## src/rtl/pq_pkg.sv

```systemverilog
// Shared key/value, heap-entry and control types for the pipelined heap.
// Ordering helpers treat inactive entries as smaller than any active one.
package pq_pkg;

  localparam int LEVELS = 4;
  localparam int KW = 8;
  localparam int VW = 8;
  localparam int CW = LEVELS;

  localparam logic [KW-1:0] KEY0 = '0;
  localparam logic [VW-1:0] VAL0 = '0;

  typedef struct packed {
    logic [KW-1:0] key;
    logic [VW-1:0] val;
  } kv_t;

  typedef struct packed {
    kv_t           kv;
    logic [CW-1:0] capacity;
    logic          active;
  } entry_t;

  localparam kv_t KV_EMPTY = '{key: KEY0, val: VAL0};
  localparam entry_t ENTRY_EMPTY =
    '{kv: KV_EMPTY, capacity: '0, active: 1'b0};

  typedef enum logic [1:0] {
    OP_NOP  = 2'd0,
    LEQ     = 2'd1,
    DEQ     = 2'd2,
    ENQ_DEQ = 2'd3
  } opcode_t;

  typedef enum logic [1:0] {
    DONE       = 2'd0,
    WAIT       = 2'd1,
    NEXT_LEVEL = 2'd2
  } done_t;

  function automatic logic cmp_kv_entry_gt(
    input kv_t a, input entry_t b);
    return !b.active || (a.key > b.kv.key);
  endfunction

  function automatic logic cmp_entry_entry_gt(
    input entry_t a, input entry_t b);
    return a.active &&
      (!b.active || (a.kv.key > b.kv.key));
  endfunction

endpackage

```

## src/rtl/pheap_level_if.sv

```systemverilog
// Request/response bundle between adjacent heap levels.
// Master is the upstream stage, slave the level being driven.
interface pheap_level_if
  import pq_pkg::*;
#(
  parameter int LVL = 2
);

  logic           start;
  opcode_t        op;
  kv_t            kv_in;
  logic [LVL-2:0] addr_in;
  logic           active;
  done_t          done;
  logic [LVL-1:0] addr_out;
  kv_t            kv_out;

  modport master (
    output start, op, kv_in, addr_in,
    input  active, done, addr_out, kv_out
  );

  modport slave (
    input  start, op, kv_in, addr_in,
    output active, done, addr_out, kv_out
  );

endinterface

```

## src/rtl/pheap_level.sv

```systemverilog
// One non-root level of a pipelined heap: latches a request, then
// updates one node and forwards the displaced value downstream.
module pheap_level
  import pq_pkg::*;
#(
  parameter int LVL = 2,
  localparam int NODES = 2 ** (LVL - 1),
  localparam int IW = LVL - 1,
  localparam int PW = (LVL > 2) ? LVL - 2 : 1
) (
  input  logic          clk,
  input  logic          rst,
  pheap_level_if.slave  bus,
  input  logic [PW-1:0] raddr_top_i,
  output entry_t        r_top_l_o,
  output entry_t        r_top_r_o,
  output logic [IW-1:0] raddr_bot_o,
  input  entry_t        r_bot_l_i,
  input  entry_t        r_bot_r_i
);

  localparam logic [CW-1:0] CAP =
    CW'((1 << (LEVELS - LVL + 1)) - 1);
  localparam logic [CW-1:0] ONE = CW'(1);
  localparam entry_t INIT =
    '{kv: KV_EMPTY, capacity: CAP, active: 1'b0};

  typedef enum logic {
    S_IDLE,
    S_EXEC
  } state_t;

  state_t        state_q;
  opcode_t       op_q;
  kv_t           kv_q;
  logic [IW-1:0] idx_q;
  entry_t        mem_q [NODES];

  entry_t         t;
  entry_t         t_d;
  logic           we;
  logic           l_gt_r;
  logic           end_pos;
  logic           l_nz;
  logic           r_nz;
  logic           act;
  done_t          dn;
  kv_t            kv_out;
  logic [LVL-1:0] addr_out;
  logic [CW-1:0]  cap_dec;
  logic [CW-1:0]  cap_inc;

  always_comb begin
    t        = mem_q[idx_q];
    t_d      = t;
    we       = 1'b0;
    end_pos  = 1'b0;
    act      = 1'b0;
    dn       = DONE;
    kv_out   = KV_EMPTY;
    addr_out = '0;
    l_gt_r   = cmp_entry_entry_gt(r_bot_l_i, r_bot_r_i);
    l_nz     = r_bot_l_i.capacity != '0;
    r_nz     = r_bot_r_i.capacity != '0;
    cap_dec  = (t.capacity == '0) ? '0 : t.capacity - ONE;
    cap_inc  = (t.capacity >= CAP) ? CAP : t.capacity + ONE;
    if (state_q == S_IDLE) begin
      if (bus.start) begin
        act = 1'b1;
        dn  = WAIT;
      end
    end else begin
      act = 1'b1;
      unique case (1'b1)
        op_q == LEQ: begin
          we           = 1'b1;
          t_d.capacity = cap_dec;
          t_d.active   = 1'b1;
          if (!t.active) begin
            t_d.kv = kv_q;
          end else begin
            dn = NEXT_LEVEL;
            if (cmp_kv_entry_gt(kv_q, t)) begin
              t_d.kv = kv_q;
              kv_out = t.kv;
            end else begin
              kv_out = kv_q;
            end
            // Steer toward a child that still has room.
            if (l_nz && r_nz) end_pos = l_gt_r;
            else if (l_nz)    end_pos = 1'b0;
            else              end_pos = 1'b1;
          end
        end
        op_q == DEQ: begin
          we           = 1'b1;
          t_d.capacity = cap_inc;
          if (!r_bot_l_i.active && !r_bot_r_i.active) begin
            t_d.kv     = KV_EMPTY;
            t_d.active = 1'b0;
          end else begin
            t_d.kv     = l_gt_r ? r_bot_l_i.kv : r_bot_r_i.kv;
            t_d.active = 1'b1;
            end_pos    = !l_gt_r;
            dn         = NEXT_LEVEL;
          end
        end
        op_q == ENQ_DEQ: begin
          we         = 1'b1;
          t_d.active = 1'b1;
          if (cmp_kv_entry_gt(kv_q, r_bot_l_i) &&
              cmp_kv_entry_gt(kv_q, r_bot_r_i)) begin
            t_d.kv = kv_q;
          end else begin
            t_d.kv  = l_gt_r ? r_bot_l_i.kv : r_bot_r_i.kv;
            end_pos = !l_gt_r;
            kv_out  = kv_q;
            dn      = NEXT_LEVEL;
          end
        end
        default: begin
          we = 1'b0;
        end
      endcase
      addr_out = {idx_q, end_pos};
    end
  end

  always_ff @(posedge clk) begin
    if (rst) begin
      state_q <= S_IDLE;
      op_q    <= OP_NOP;
      kv_q    <= KV_EMPTY;
      idx_q   <= '0;
      for (int i = 0; i < NODES; i++) begin
        mem_q[i] <= INIT;
      end
    end else begin
      unique case (state_q)
        S_IDLE: begin
          if (bus.start) begin
            state_q <= S_EXEC;
            op_q    <= bus.op;
            kv_q    <= bus.kv_in;
            idx_q   <= bus.addr_in;
          end
        end
        default: begin
          state_q <= S_IDLE;
          if (we) mem_q[idx_q] <= t_d;
        end
      endcase
    end
  end

  assign bus.active   = act;
  assign bus.done     = dn;
  assign bus.kv_out   = kv_out;
  assign bus.addr_out = addr_out;
  assign raddr_bot_o  = idx_q;

  generate
    if (LVL == 2) begin : g_top_pair
      logic unused_raddr;
      assign unused_raddr = ^raddr_top_i;
      assign r_top_l_o = mem_q[0];
      assign r_top_r_o = mem_q[1];
    end else begin : g_top_idx
      assign r_top_l_o = mem_q[{raddr_top_i, 1'b0}];
      assign r_top_r_o = mem_q[{raddr_top_i, 1'b1}];
    end
  endgenerate

endmodule

```

## src/flat_wrapper.sv

```systemverilog
// flat-port wrapper written by rule: the top's interface ports become plain ports
module pheap_level_flat import pq_pkg::*;
#(
  parameter int LVL = 2,
  localparam int NODES = 2 ** (LVL - 1),
  localparam int IW = LVL - 1,
  localparam int PW = (LVL > 2) ? LVL - 2 : 1
)
  (clk, rst, raddr_top_i, r_top_l_o, r_top_r_o, raddr_bot_o, r_bot_l_i, r_bot_r_i, bus_start, bus_op, bus_kv_in, bus_addr_in, bus_active, bus_done, bus_addr_out, bus_kv_out);
  pheap_level_if #(.LVL(LVL)) bus_i ();
  input  logic clk;
  input  logic rst;
  input  logic [PW-1:0] raddr_top_i;
  output entry_t r_top_l_o;
  output entry_t r_top_r_o;
  output logic [IW-1:0] raddr_bot_o;
  input  entry_t r_bot_l_i;
  input  entry_t r_bot_r_i;
  input wire logic [$bits(bus_i.start)-1:0] bus_start;
  input wire logic [$bits(bus_i.op)-1:0] bus_op;
  input wire logic [$bits(bus_i.kv_in)-1:0] bus_kv_in;
  input wire logic [$bits(bus_i.addr_in)-1:0] bus_addr_in;
  output wire logic [$bits(bus_i.active)-1:0] bus_active;
  output wire logic [$bits(bus_i.done)-1:0] bus_done;
  output wire logic [$bits(bus_i.addr_out)-1:0] bus_addr_out;
  output wire logic [$bits(bus_i.kv_out)-1:0] bus_kv_out;
  assign bus_i.start = bus_start;
  assign bus_i.op = bus_op;
  assign bus_i.kv_in = bus_kv_in;
  assign bus_i.addr_in = bus_addr_in;
  assign bus_active = bus_i.active;
  assign bus_done = bus_i.done;
  assign bus_addr_out = bus_i.addr_out;
  assign bus_kv_out = bus_i.kv_out;
  pheap_level #(.LVL(LVL)) u_core (.clk(clk), .rst(rst), .bus(bus_i), .raddr_top_i(raddr_top_i), .r_top_l_o(r_top_l_o), .r_top_r_o(r_top_r_o), .raddr_bot_o(raddr_bot_o), .r_bot_l_i(r_bot_l_i), .r_bot_r_i(r_bot_r_i));
endmodule
```

## config.mk

```make
export PLATFORM = sky130hd
export DESIGN_NAME = pheap_level_flat
export DESIGN_NICKNAME = d
export VERILOG_FILES = /design/src/rtl/pq_pkg.sv /design/src/rtl/pheap_level_if.sv /design/src/rtl/pheap_level.sv /design/src/flat_wrapper.sv
export SDC_FILE = /design/constraint.sdc
export NUM_CORES = 1
export LEC_CHECK = 0
export ABC_AREA = 1
export BUFFER_PORTS_ARGS = -buffer_cell sky130_fd_sc_hd__clkbuf_2
export CAP_MARGIN = 25
export CORE_MARGIN = 2
export CORE_UTILIZATION = 46
export DETAILED_ROUTE_END_ITERATION = 8
export PLACE_DENSITY = 0.79
export SLEW_MARGIN = 20
export SYNTH_ARGS = -nofsm -noshare
export SYNTH_HDL_FRONTEND = slang
export SYNTH_SLANG_ARGS = --single-unit
```

## constraint.sdc

```tcl
create_clock -name clk -period 2.95 [get_ports clk]
set_clock_uncertainty 0.15 [all_clocks]
set_input_delay 0.295 -clock clk [delete_from_list [all_inputs] [get_ports clk]]
set_output_delay 0.295 -clock clk [all_outputs]
set_load 0.02 [all_outputs]
```

=== Word-level counts from Yosys, hierarchy flattened ===
Memory sizes are Yosys's and may differ from the RTL's. A register that Yosys moved wholly into a read port is not among the register bits.
Cells that the tools add are included.

* Div/mod/pow operators: 0
* Reduce and logical (&&, ||, !) cells: 20
* Bitwise operators: 1
* $mul: 0
* Eq/ne operators: 3
* $add $sub $neg: 2
* Order comparisons: 5
* Shift-type cells: 0
* Muxes and demuxes: 45

{| class="wikitable"
|+ Operators with widths
! kind !! count
|-
| 16-bit 2-to-1 mux || 9
|-
| 16-bit case mux with 3 select lines || 1
|-
| 21-bit 2-to-1 mux || 2
|-
| 8-bit > comparator || 4
|-
| 16-bit case mux with 2 select lines || 1
|-
| 1-bit 2-to-1 mux || 21
|-
| 21-bit OR reduction || 1
|-
| 2-bit 2-to-1 mux || 5
|-
| 4-bit 2-to-1 mux || 2
|-
| 4-bit case mux with 2 select lines || 1
|-
| 4-bit nonzero test || 2
|-
| 2-bit case mux with 3 select lines || 1
|-
| 4-bit by 1-bit adder with 4-bit output, second input constant || 1
|-
| 2-bit equality test, second input constant || 2
|-
| 4-bit by 3-bit >= comparator with 1-bit output, second input constant || 1
|-
| 1-bit logical AND || 4
|-
| 1-bit zero test || 4
|-
| 4-bit zero test || 1
|-
| 1-bit logical OR || 4
|-
| 2-bit OR reduction || 2
|-
| 4-bit by 1-bit subtractor with 4-bit output, second input constant || 1
|-
| 1-bit case mux with 3 select lines || 1
|-
| 3-bit OR reduction || 1
|-
| 2-bit by 1-bit equality test with 1-bit output, second input constant || 1
|-
| 3 further kinds || 3
|}

* Logic and storage cells: 82
* Bits in read-only memories: 0
* Input bits: 65
* Bits in latches: 0
* Bits in registers: 20
* Bits in writable memories: 42
* Output and inout bits: 64
* Memories: 1

{| class="wikitable"
|+ Memory list
! memory !! depth !! bits a word !! rd ports !! clocked after memory_dff !! wr ports !! line !! RTL
|-
| u_core.mem_q || 2 || 21 || 3 || 1 || 2 || pheap_level.sv:37 || <nowiki>entry_t mem_q [NODES];</nowiki>
|}

=== Logic depth before layout (Yosys ltp) ===
* Depth in word-level cells: 10
* Mapped depth: 21
* Gate-level depth less buffers: 19

=== Worst setup path after synthesis ===
OpenSTA, ideal clock, no wires.

* Path kind: flip-flop to output port
* From: register with a tool-made name
* To: output bus_kv_out[5]
* Path slack: 0.115 ns
* Buffers on the path: 2
* Arrival: 2.390 ns
* Cell stages (with the launch flop): 15
* Data required time: 2.505 ns
* Cells stage by stage: dfxtp_1 buf_4 mux2i_1 ha_1 a21o_1 nor2_1 nand2_1 nand2_2 inv_2 buf_2 nand2_1 nand2_1 o22ai_1 inv_1 nor2_1

{| class="wikitable"
|+ RTL lines
! what !! line !! RTL
|-
| to (decl) || flat_wrapper.sv:26 || <nowiki>output wire logic [$bits(bus_i.kv_out)-1:0] bus_kv_out;</nowiki>
|}

==> metrics list <==
* Outcome: finished, violations left
- Violated checks: setup timing
- Met1 WL: 6920 um
- Number of antenna repair diodes: 0
- Entering global routing, the biggest net connects 25 pins.
* R2R depth: 19
* Initial antenna violation count: 0
- Leading post-synthesis cells by cell area: edfxtp_1, nand2_1, nor2_1, ha_1, dfxtp_1
- Buffers from clock root to sink, at most: 2
- Via Count: 5691
- IR analysis of the VDD net gives a maximum drop of 0.000334 V.
- Routed length on met2: 7110 um
- Slew at the pin with the worst max-slew slack: 0.672 ns
- Summed over all instances, the cell type with the most area after synthesis is edfxtp_1.
- Post-detailed-route DRC marker count: 0
- The worst setup path is captured at an output port.
- CP peak stage delay: 0.40 ns
* Slew headroom: 55.1%
- In the detailed route, the total length drawn on met3 is 1480 um.
- Die Y: 111 um
- Setup violations remaining at the end of the flow were counted as 16.
- Together, buffers and inverters on the worst path number 5.
- For flop-to-flop paths, the worst setup slack is 0.12 ns.
- In the routed layout, each cell is associated on average with a via count of 5.28.
* Total Nets Final: 1033
* Cells along the critical path: buf_12 -> mux2i_4 -> ha_1 -> nand2_1 -> inv_2 -> nand2_1 -> nand2_1 -> nand2_1 -> nand2_2 -> nand2_4 -> buf_8 -> nand2_8 -> nor2_1 -> o22ai_1 -> inv_1 -> nor2_1 -> clkbuf_4
* Data arrival, critical path: 2.64 ns
- After synthesis, flip-flops and latches occupy 32.0% of the total area.
* Share of Yosys cell area claimed by the top area cell type: 24.0%
- The wire-length estimate of the detail-placed layout is 11600 um.
* Chip width: 111 um
* Global router's overall resource usage: 25.7%
- Clock tree from TritonCTS: done
- For this run, the top clock speed supported by timing is 0.324 GHz.
- Power spread over the standard cell area amounts to 465 nW/um^2.
- Summed negative setup slack over all endpoints: -1.59 ns
- Summed over all layers, the global routing overflow is 0.
- Path category of the worst min-delay check: in -> reg
- The root buffer cell chosen for the clock tree is clkbuf_16.
- The highest layer touched by signal routing is met4.
- LEAKAGE: 3.34 nW
- The final number of max-transition violations came to 0.
- The floorplan step defined a die boundary enclosing 12300 um^2.
* DRT iter0 DRCs: 586
- Final period demand of the worst path: 3.09 ns
- The number of global-route vias before repair was 5309.
- Relative to the synthesized area, the layout overhead comes to 30.7%.
- Input and output buffers added on the ports amount to 127.
* Max capacitance violation total: 0
- Clock-pin slew was measured on the worst setup and hold paths at 0.06 ns.
- Once the floorplan was initialized, standard cells occupied 46.6% of the core.
- Cell count after synthesis: 785
- When the netlist entered floorplanning its net count stood at 889.
* Num CTS Buffers: 9
* Drt pass-1 iters: 5
- The startpoint identified for the worst hold timing path is bus_kv_in[0].
* Total number of placement rows: 39
- Share of cells above drive strength 1: 27.9%
- The most numerous cell type found on the critical path is nand2_1.
* Number of sinks driven by the clock tree: 63
- Pwr Total: 3.19 mW
* Wire length of the first global-routing pass: 25700 um
* Synthesized area per cell: 6.68 um^2
- For this run, the number of Yosys warnings is 0.
- Setup Crit Path Kind: reg -> out
* Count of distinct cell types in the synthesized netlist: 35
* Cell Area, Synth: 5250 um^2
* Category of cells accounting for the largest share of critical-path delay: simple AND/OR/NAND/NOR gates
* Wire length after detailed routing: 15900 um
* CTS H-Tree Depth: 3
- Number of hold buffers added after CTS: 0
* Endpoint of the worst setup timing path: bus_kv_out[13]
- The later pin in the worst-skew pair is clocked with a latency of 0.33 ns.
* Final clock period utilization by the worst path: 105%
* Path length in cells of the critical path: 17
- Antenna Nets Post-Route: 0
* CP Launch Type: flop
* Worst setup slack after layout: -0.139 ns
* Post-detailed-route wirelength per cell: 14.7 um
- On the critical path, the stage with the largest delay is an instance of dfxtp_4.
- At the worst endpoint, the required time is 2.51 ns.
* Layout fillers: 991
* RR Endpoint: u_core.mem_q[1][10]
- Routability-driven placement finished with a final weighted congestion of 1.00.
- The floorplan step defined a core boundary enclosing 11300 um^2.
* Setup repair after global routing missed its margin: true
- Maximum net fanout on the critical path: 8
- Number of top-level pins: 129
* Flip-flop and latch count after synthesis: 63
- The number of hold violations in the final report came to 0.
==> synthesized netlist by cell type, drive strengths merged <==
library cell / n
nand2: 253
nor2: 140
inv: 86
nand3: 51
edfxtp: 42
ha: 39
a21oi: 35
o21ai: 32
buf: 25
dfxtp: 21
o22ai: 17
mux2i: 15
clkbuf: 9
nand4: 5
a21o: 3
nor3: 2
nor4: 2
o211ai: 2
or2: 2
and2: 1
o21a: 1
o31ai: 1
xor2: 1
==> flip-flops by register name, indices dropped and copies added, names as in the netlist, named ones only <==
name	flops
u_core.mem_q	42
u_core.kv_q	16
u_core.op_q	2
u_core.raddr_bot_o	1
u_core.state_q	1
==> worst register-to-register path, stage by stage, from the launching register on <==
cell and delay, ns:
dfxtp_4 0.40, buf_12 0.15, mux2i_4 0.27, ha_1 0.27
nand2_1 0.07, inv_2 0.04, nand2_1 0.07, nand2_1 0.06
nand2_1 0.07, nand2_2 0.06, nand2_4 0.11, buf_6 0.12
buf_4 0.15, nand3_1 0.07, nand2_1 0.07, nor2_1 0.04
nor2_1 0.15, nand2_1 0.09, nand2_1 0.09, nor2_1 0.05
==> cells in the final DEF, fill, tap and decap left out, types with 10 or more instances in the layout <==
master / n
nand2_1: 241
nand3_1: 48
clkbuf_2: 111
o21ai_0: 27
dfxtp_1: 12
buf_4: 44
inv_1: 75
ha_1: 36
edfxtp_1: 42
a21oi_1: 27
nor2_2: 13
o22ai_1: 10
nor2_1: 126
==> power by group <==
part	internal, mW	switching, mW
clock	0.823	0.390
sequential	0.988	0.0598
combinational	0.356	0.572
==> metal layers <==
metal  track usage [%]  up-vias
li1                  -     2816
met1              36.1     2533
met2              41.0      311
met3              3.23       31
met4              8.50        0
met5                 0        -
==> stage by stage <==
step                      area (um^2)  setup slack [ns]  hold slack, ns  util (%)  cells
after global routing             6860            -0.264          0.0433      60.8   1077
final                            6860            -0.139          0.0342      60.8   1077
after CTS                        6760           -0.0848          0.0316      60.0   1077
after detailed placement         6130            0.0823           0.374      54.4   1055
after global placement           6130             0.105           0.369      54.4   1055
after floorplan                  5250             0.115           0.217         -    785
==> layout make-up <==
type	count	area (um^2)	area share, %
tap	143	179	2.61
clock inverter	6	109	1.59
timing repair buffer	166	1020	14.9
multi-input combinational	603	3280	47.9
sequential	63	1700	24.8
clock buffer	10	229	3.34
inverter	86	332	4.84
==> cells by family (layout without fill, tap and decap cells) <==
family / after synthesis / in the layout / share of synthesized area [%]
and+or+nand+nor: 456 / 457 / 35.5
muxes: 15 / 15 / 2.86
AOI/OAI and AO/OA: 91 / 91 / 10.1
xor gates and xnor gates: 1 / 1 / 0.167
adders and majority gates: 39 / 39 / 9.30
buffers and inverters: 120 / 268 / 9.99
DFF: 63 / 63 / 32.0
==> worst min path at each step <==
stage,to,slack [ns],cells past startpoint
final,u_core.kv_q[0],0.03,3
after global routing,u_core.kv_q[10],0.04,3
after CTS,u_core.kv_q[0],0.03,3
after detailed placement,u_core.kv_q[4],0.37,3
after global placement,u_core.kv_q[9],0.37,3
after floorplan,u_core.state_q,0.22,1
==> what timing repair did <==
item,CTS,global route
endpoints found under the setup margin,16,21
pin swaps,20,9
cloned,2,0
resized for setup,52,44
buffers inserted,4,0
Power figures use the tool's default switching activity.
